### src/rtl/exp_src_arbiter_pkg.sv
// Shared definitions for the CP0 exception source arbiter.
// Holds the FSM state encoding, the "no source" marker used for in_service,
// the number of request lines and a small priority helper.
package exp_src_arbiter_pkg;

  localparam int         NUM_SRC = 3;
  localparam logic [1:0] NO_SRC  = 2'b11;

  typedef enum logic [1:0] {
    ST_IDLE    = 2'd0,
    ST_REQ     = 2'd1,
    ST_SERVICE = 2'd2
  } state_e;

  // Index of the lowest set bit (bit0 = highest priority); NO_SRC if none.
  function automatic logic [1:0] lowest_src(input logic [NUM_SRC-1:0] req);
    if (req[0]) return 2'd0;
    if (req[1]) return 2'd1;
    if (req[2]) return 2'd2;
    return NO_SRC;
  endfunction

endpackage

### src/rtl/exp_src_arbiter_irq_sync_edge.sv
// irq_sync_edge: brings one asynchronous request line into the clk domain
// through a SYNC_STAGES flop chain and emits a one-cycle pulse on each
// rising edge of the synchronized value.
// Ports:
//   clk   - system clock, rising edge
//   reset - asynchronous active-high reset
//   din   - raw asynchronous request line
//   rise  - one-cycle pulse when the synchronized line goes 0 -> 1
module irq_sync_edge
  import exp_src_arbiter_pkg::*;
#(
  parameter int SYNC_STAGES = 2
) (
  input  logic clk,
  input  logic reset,
  input  logic din,
  output logic rise
);

  logic [SYNC_STAGES-1:0] sync_q, sync_d;
  logic                   prev_q, prev_d;

  // Shift the raw line in at bit 0; the top bit is the synchronized value.
  always_comb begin
    sync_d = {sync_q[SYNC_STAGES-2:0], din};
    prev_d = sync_q[SYNC_STAGES-1];
  end

  always_ff @(posedge clk or posedge reset) begin
    if (reset) begin
      sync_q <= '0;
      prev_q <= 1'b0;
    end else begin
      sync_q <= sync_d;
      prev_q <= prev_d;
    end
  end

  // Level-held inputs give a single pulse because prev follows the sync output.
  assign rise = sync_q[SYNC_STAGES-1] & ~prev_q;

endmodule

### src/rtl/exp_src_arbiter.sv
// exp_src_arbiter: upstream feeder for CP0. Synchronizes and edge-detects
// three external request lines, holds them pending under a software mask and
// presents at most one of them to CP0 at a time on one-hot ExpSrc0..2.
// Ports:
//   clk, reset            - clock and asynchronous active-high reset
//   irq_in[2:0]           - raw request lines, bit0 highest priority
//   mask_we, mask_din     - mask register write (1 = source enabled)
//   pend_clr[2:0]         - software clear of pending bits
//   err_clr               - clears err_timeout
//   HasExp                - CP0 acknowledge (exception taken)
//   ExpBlock              - CP0 busy; suppresses new grants
//   IsEret                - CP0 executing eret; ends service
//   ExpSrc0..2            - one-hot request to CP0
//   mask_out, pending_out - current mask and pending registers
//   in_service            - serviced source index, 2'b11 when none
//   err_timeout           - sticky: a request was withdrawn on timeout
module exp_src_arbiter
  import exp_src_arbiter_pkg::*;
#(
  parameter int SYNC_STAGES = 2,
  parameter int ACK_TIMEOUT = 15,
  parameter int CNT_W       = 4
) (
  input  logic               clk,
  input  logic               reset,
  input  logic [NUM_SRC-1:0] irq_in,
  input  logic               mask_we,
  input  logic [NUM_SRC-1:0] mask_din,
  input  logic [NUM_SRC-1:0] pend_clr,
  input  logic               err_clr,
  input  logic               HasExp,
  input  logic               ExpBlock,
  input  logic               IsEret,
  output logic               ExpSrc0,
  output logic               ExpSrc1,
  output logic               ExpSrc2,
  output logic [NUM_SRC-1:0] mask_out,
  output logic [NUM_SRC-1:0] pending_out,
  output logic [1:0]         in_service,
  output logic               err_timeout
);

  localparam logic [CNT_W-1:0] CNT_LAST = CNT_W'(ACK_TIMEOUT - 1);

  logic [NUM_SRC-1:0] rise;

  state_e             state_q, state_d;
  logic [1:0]         grant_q, grant_d;
  logic [CNT_W-1:0]   cnt_q, cnt_d;
  logic [NUM_SRC-1:0] exp_src_q, exp_src_d;
  logic [NUM_SRC-1:0] pend_q, pend_d;
  logic [NUM_SRC-1:0] mask_q, mask_d;
  logic [1:0]         in_service_q, in_service_d;
  logic               err_q, err_d;

  logic [NUM_SRC-1:0] eligible;
  logic [1:0]         pick;
  logic               grant_ok, ack, timeout, eret;
  logic [NUM_SRC-1:0] ack_clr;

  for (genvar i = 0; i < NUM_SRC; i++) begin : g_sync
    irq_sync_edge #(.SYNC_STAGES(SYNC_STAGES)) u_sync (
      .clk   (clk),
      .reset (reset),
      .din   (irq_in[i]),
      .rise  (rise[i])
    );
  end

  // Handshake events, each qualified by the state in which it is meaningful,
  // so HasExp/IsEret arriving in other states are ignored.
  always_comb begin
    eligible = pend_q & mask_q;
    pick     = lowest_src(eligible);
    grant_ok = (state_q == ST_IDLE) && (eligible != '0) && !ExpBlock;
    ack      = (state_q == ST_REQ) && HasExp;
    timeout  = (state_q == ST_REQ) && !HasExp && (cnt_q == CNT_LAST);
    eret     = (state_q == ST_SERVICE) && IsEret;
    ack_clr  = ack ? (NUM_SRC'(1) << grant_q) : '0;
  end

  always_ff @(posedge clk or posedge reset) begin
    if (reset) begin
      state_q      <= ST_IDLE;
      grant_q      <= NO_SRC;
      cnt_q        <= '0;
      exp_src_q    <= '0;
      pend_q       <= '0;
      mask_q       <= '1;
      in_service_q <= NO_SRC;
      err_q        <= 1'b0;
    end else begin
      state_q      <= state_d;
      grant_q      <= grant_d;
      cnt_q        <= cnt_d;
      exp_src_q    <= exp_src_d;
      pend_q       <= pend_d;
      mask_q       <= mask_d;
      in_service_q <= in_service_d;
      err_q        <= err_d;
    end
  end

  always_comb begin
    state_d = state_q;
    case (state_q)
      ST_IDLE:    if (grant_ok) state_d = ST_REQ;
      ST_REQ:     if (ack) state_d = ST_SERVICE;
                  else if (timeout) state_d = ST_IDLE;
      ST_SERVICE: if (eret) state_d = ST_IDLE;
      default:    state_d = ST_IDLE;
    endcase
  end

  // Datapath: the grant is committed at the IDLE->REQ edge, so later mask
  // writes do not disturb the request already on ExpSrc. New edges always
  // win over clears in the same cycle, for both pending and err_timeout.
  always_comb begin
    grant_d      = grant_q;
    cnt_d        = cnt_q;
    exp_src_d    = exp_src_q;
    in_service_d = in_service_q;
    mask_d       = mask_we ? mask_din : mask_q;
    pend_d       = (pend_q & ~(pend_clr | ack_clr)) | rise;
    err_d        = timeout ? 1'b1 : (err_clr ? 1'b0 : err_q);

    if (grant_ok) begin
      grant_d   = pick;
      exp_src_d = NUM_SRC'(1) << pick;
      cnt_d     = '0;
    end

    if (state_q == ST_REQ) begin
      if (ack) begin
        exp_src_d    = '0;
        in_service_d = grant_q;
      end else if (timeout) begin
        exp_src_d = '0;
      end else if (cnt_q != '1) begin
        cnt_d = cnt_q + 1'b1;
      end
    end

    if (eret) in_service_d = NO_SRC;
  end

  assign ExpSrc0     = exp_src_q[0];
  assign ExpSrc1     = exp_src_q[1];
  assign ExpSrc2     = exp_src_q[2];
  assign mask_out    = mask_q;
  assign pending_out = pend_q;
  assign in_service  = in_service_q;
  assign err_timeout = err_q;

endmodule

### config.mk
export PLATFORM = sky130hd
export DESIGN_NAME = exp_src_arbiter
export DESIGN_NICKNAME = d
export VERILOG_FILES = /design/src/rtl/exp_src_arbiter_pkg.sv /design/src/rtl/exp_src_arbiter_irq_sync_edge.sv /design/src/rtl/exp_src_arbiter.sv
export SDC_FILE = /design/constraint.sdc
export NUM_CORES = 1
export LEC_CHECK = 0
export BUFFER_PORTS_ARGS = -buffer_cell sky130_fd_sc_hd__buf_2
export CORE_MARGIN = 5
export CORE_UTILIZATION = 51
export CTS_BUF_LIST = sky130_fd_sc_hd__clkbuf_4 sky130_fd_sc_hd__clkbuf_8 sky130_fd_sc_hd__clkbuf_16
export CTS_CLUSTER_SIZE = 20
export DETAILED_ROUTE_END_ITERATION = 12
export PLACE_DENSITY = 0.83
export SETUP_SLACK_MARGIN = 0.2
export SKIP_LAST_GASP = 1
export SLEW_MARGIN = 25
export SYNTH_ARGS = -nofsm -noshare
export SYNTH_HDL_FRONTEND = slang
export SYNTH_SLANG_ARGS = --single-unit
### constraint.sdc
create_clock -name clk -period 2.3 [get_ports clk]
set_clock_uncertainty 0.15 [all_clocks]
set_input_delay 0.115 -clock clk [delete_from_list [all_inputs] [get_ports clk]]
set_output_delay 0.115 -clock clk [all_outputs]
set_load 0.005 [all_outputs]
==> flow_metrics.env <==
export IMPL_path_max_fanout=11
export IMPL_p_per_area_mw_per_mm2=892
export IMPL_num_antenna_cells=0
export IMPL_worst_pin_slew_ps=393
export IMPL_status="finished clean"
export IMPL_cp_top_family="simple AND/OR/NAND/NOR gates"
export IMPL_clock_latency_ps=320
export IMPL_clkTransAtPathRegs_ps=100
export IMPL_fin_crit_sh_pct=83.1
export IMPL_via_per_inst=5.73
export IMPL_synth_avg_cell_area_um2=11.6
export IMPL_p_int_uw=941
export IMPL_hold_start="g_sync[1].u_sync.sync_q[0]$_DFF_PP0_"
export IMPL_netlist_instances=104
export IMPL_ir_drop_uv=588
export IMPL_relSlewSlack_pct=73.6
export IMPL_end_kind="flop"
export IMPL_cts_setup_buffers=0
export IMPL_antenna_found_initial=0
export IMPL_crit_buf_inv=0
export IMPL_ys_types=34
export IMPL_die_h_um=58.6
export IMPL_ctsLongestPathBuffers=2
export IMPL_clockPowerShare_pct=20.6
export IMPL_power_frac_comb_pct=25.1
export IMPL_drtIter0Drc=55
export IMPL_syn_nets=122
export IMPL_rows=17
export IMPL_arrival_ps=1990
export IMPL_ctsHoldBuffers=17
export IMPL_syn2layout_area_growth_pct=32.2
export IMPL_routedWlPerCell_um=16.4
export IMPL_grt_ovfl_total=0
export IMPL_grt_max_degree=30
export IMPL_path_class="flop to flop"
export IMPL_cts_resized=0
export IMPL_start_util_pct=53.9
export IMPL_crit_slowest_cell="dfrtp_1"
export IMPL_cts_tree="done"
export IMPL_drc=0
export IMPL_synth_seq_area_share_pct=61.0
export IMPL_maxCapViolCount=0
export IMPL_htreeDepth=2
export IMPL_power_mw=1.42
export IMPL_critPathMaxStageDelay_ps=540
export IMPL_startpoint="state_q[0]$_DFFE_PP0P_"
export IMPL_rsz0062_at_grt="false"
export IMPL_power_leakage_nw=0.753
export IMPL_dr_pass1_iters=4
export IMPL_grt_pass1_wl_um=4880
export IMPL_die_w_um=58.6
export IMPL_gp_congestion=0.877
export IMPL_clock_sinks=29
export IMPL_cts_buffers=5
export IMPL_slew_violations=0
export IMPL_track_usage_pct=19.3
export IMPL_dieArea_mm2=0.00343
export IMPL_cts_root_buf="clkbuf_4"
export IMPL_num_vias=1043
export IMPL_rr_startpoint="state_q[0]$_DFFE_PP0P_"
export IMPL_synth_enable_flop_cells=0
export IMPL_core_area_mm2=0.00223
export IMPL_switching_power_uw=480
export IMPL_pin_count=28
export IMPL_finalNetCount=171
export IMPL_synth_async_reset_ratio_pct=100
export IMPL_dp_hpwl_um=1950
export IMPL_power_frac_seq_pct=54.2
export IMPL_synth_area_mm2=0.00120
export IMPL_cp_cell_sequence="or3b_1, or3_1, o22ai_1"
export IMPL_routed_wl_um=2990
export IMPL_cp_required_ps=2380
export IMPL_fin_tns_setup_ps=0
export IMPL_numPortBuffers=27
export IMPL_ant_nets=0
export IMPL_p_sw_share_pct=33.8
export IMPL_final_layout_size_suffix_gt1_share_pct=31.2
export IMPL_period_needed_ps=1910
export IMPL_timing_fmax_mhz=523
export IMPL_ys_ff_latch=29
export IMPL_min_path_type="flop to flop"
export IMPL_hold_violations=0
export IMPL_grt_pass1_vias=1038
export IMPL_yosysWarnings=0
export IMPL_setup_violations=0
export IMPL_synthFlopType="dfrtp_1"
export IMPL_critPathLaunchType="flop"
==> power groups by stage <==
stage          Sequential, mW  Combinational, mW  Clock, mW
6_report                0.771              0.357      0.294
5_1_grt                 0.783              0.393      0.337
4_1_cts                 0.761              0.349      0.302
3_5_place_dp            0.772              0.322          0
3_3_place_gp            0.757              0.304          0
2_1_floorplan           0.731              0.231          0
==> worst paths after layout <==
| kind | cells after the start | endpoint | slack, ps |
|---|---|---|---|
| worst max-delay path | 3 | cnt_q[1]$_DFF_PP0_ | 390 |
| worst min-delay path | 0 | g_sync[1].u_sync.sync_q[1]$_DFF_PP0_ | 210 |
| worst max register to register | 3 | cnt_q[1]$_DFF_PP0_ | 390 |
| worst min register to register | 0 | g_sync[1].u_sync.sync_q[1]$_DFF_PP0_ | 210 |
| max in group asynchronous | 4 | grant_q[1]$_DFFE_PP1P_ | 1450 |
| min in group asynchronous | 4 | state_q[1]$_DFFE_PP0P_ | 240 |
==> kinds of logic (layout without fill, tap and decap cells) <==
logic type / count (synthesis) / count (layout) / synth area share, %
AND/OR/NAND/NOR: 24 / 24 / 11.4
multiplexers: 4 / 4 / 3.63
AO/OA/AOI/OAI: 29 / 29 / 15.9
buffers and inverters: 15 / 65 / 5.30
adder cells (fa/ha/maj): 2 / 2 / 2.08
flip-flops: 29 / 29 / 61.0
XOR/XNOR: 1 / 1 / 0.727
==> flip-flops by register name (all words and copies together) (netlist names) <==
name / count
state_q: 2
pending_out: 3
g_sync.u_sync.sync_q: 6
cnt_q: 4
exp_src_q: 3
g_sync.u_sync.prev_q: 3
grant_q: 2
err_timeout: 1
in_service: 2
mask_out: 3
==> layout make-up <==
type                    count  area [um2]
well taps                  28        35.0
fillers                   154         641
clock inverters             3        17.5
inverters                  11        41.3
flip-flops and latches     29         734
clock buffers               5        37.5
multi-input cells          60         407
repair buffers             46         320
==> Yosys cell counts, drive strengths merged, types with 3 or more instances <==
master / number / area [um2]
mux2: 3 / 33.8
nand2: 7 / 26.3
or3: 3 / 18.8
o22ai: 4 / 25.0
a21oi: 6 / 30.0
inv: 11 / 41.3
o21ai: 9 / 45.0
dfrtp: 22 / 551
clkbuf: 3 / 11.3
dfstp: 7 / 184
==> placed cells by master, fill, tap and decap left out, types with 2 or more instances in the layout <==
master	Yosys	routed
o22ai_1	4	4
inv_1	11	11
o21ai_0	9	9
dlygate4sd3_1	0	17
and3_1	2	2
dfrtp_1	22	22
nand4_1	2	2
nand2_1	7	7
or3_1	3	3
buf_4	0	2
ha_1	2	2
clkinv_2	0	2
nand3_1	2	2
a21oi_1	6	6
buf_2	0	27
nor3b_1	2	2
mux2_2	3	3
dfstp_2	7	7
clkbuf_4	0	5
==> layer usage <==
layer	track usage (%)	vias up	wire [um]
met1	22.7	499	1090
met5	0	-	0
met3	4.17	13	193
met2	32.1	61	1590
li1	-	470	-
met4	12.0	0	112
==> through the flow <==
step | area (um2) | util [%] | cells | setup WS [ps] | hold WS, ps
after global routing | 1590 | 71.3 | 182 | 328 | 228
after detailed placement | 1370 | 61.2 | 157 | 522 | 48.6
final | 1590 | 71.3 | 182 | 388 | 208
after global placement | 1370 | 61.2 | 157 | 602 | 39.1
after floorplan | 1200 | - | 104 | 608 | -3.57
after CTS | 1590 | 71.3 | 182 | 495 | 212
Note: power is estimated with default switching activity, not from simulation.
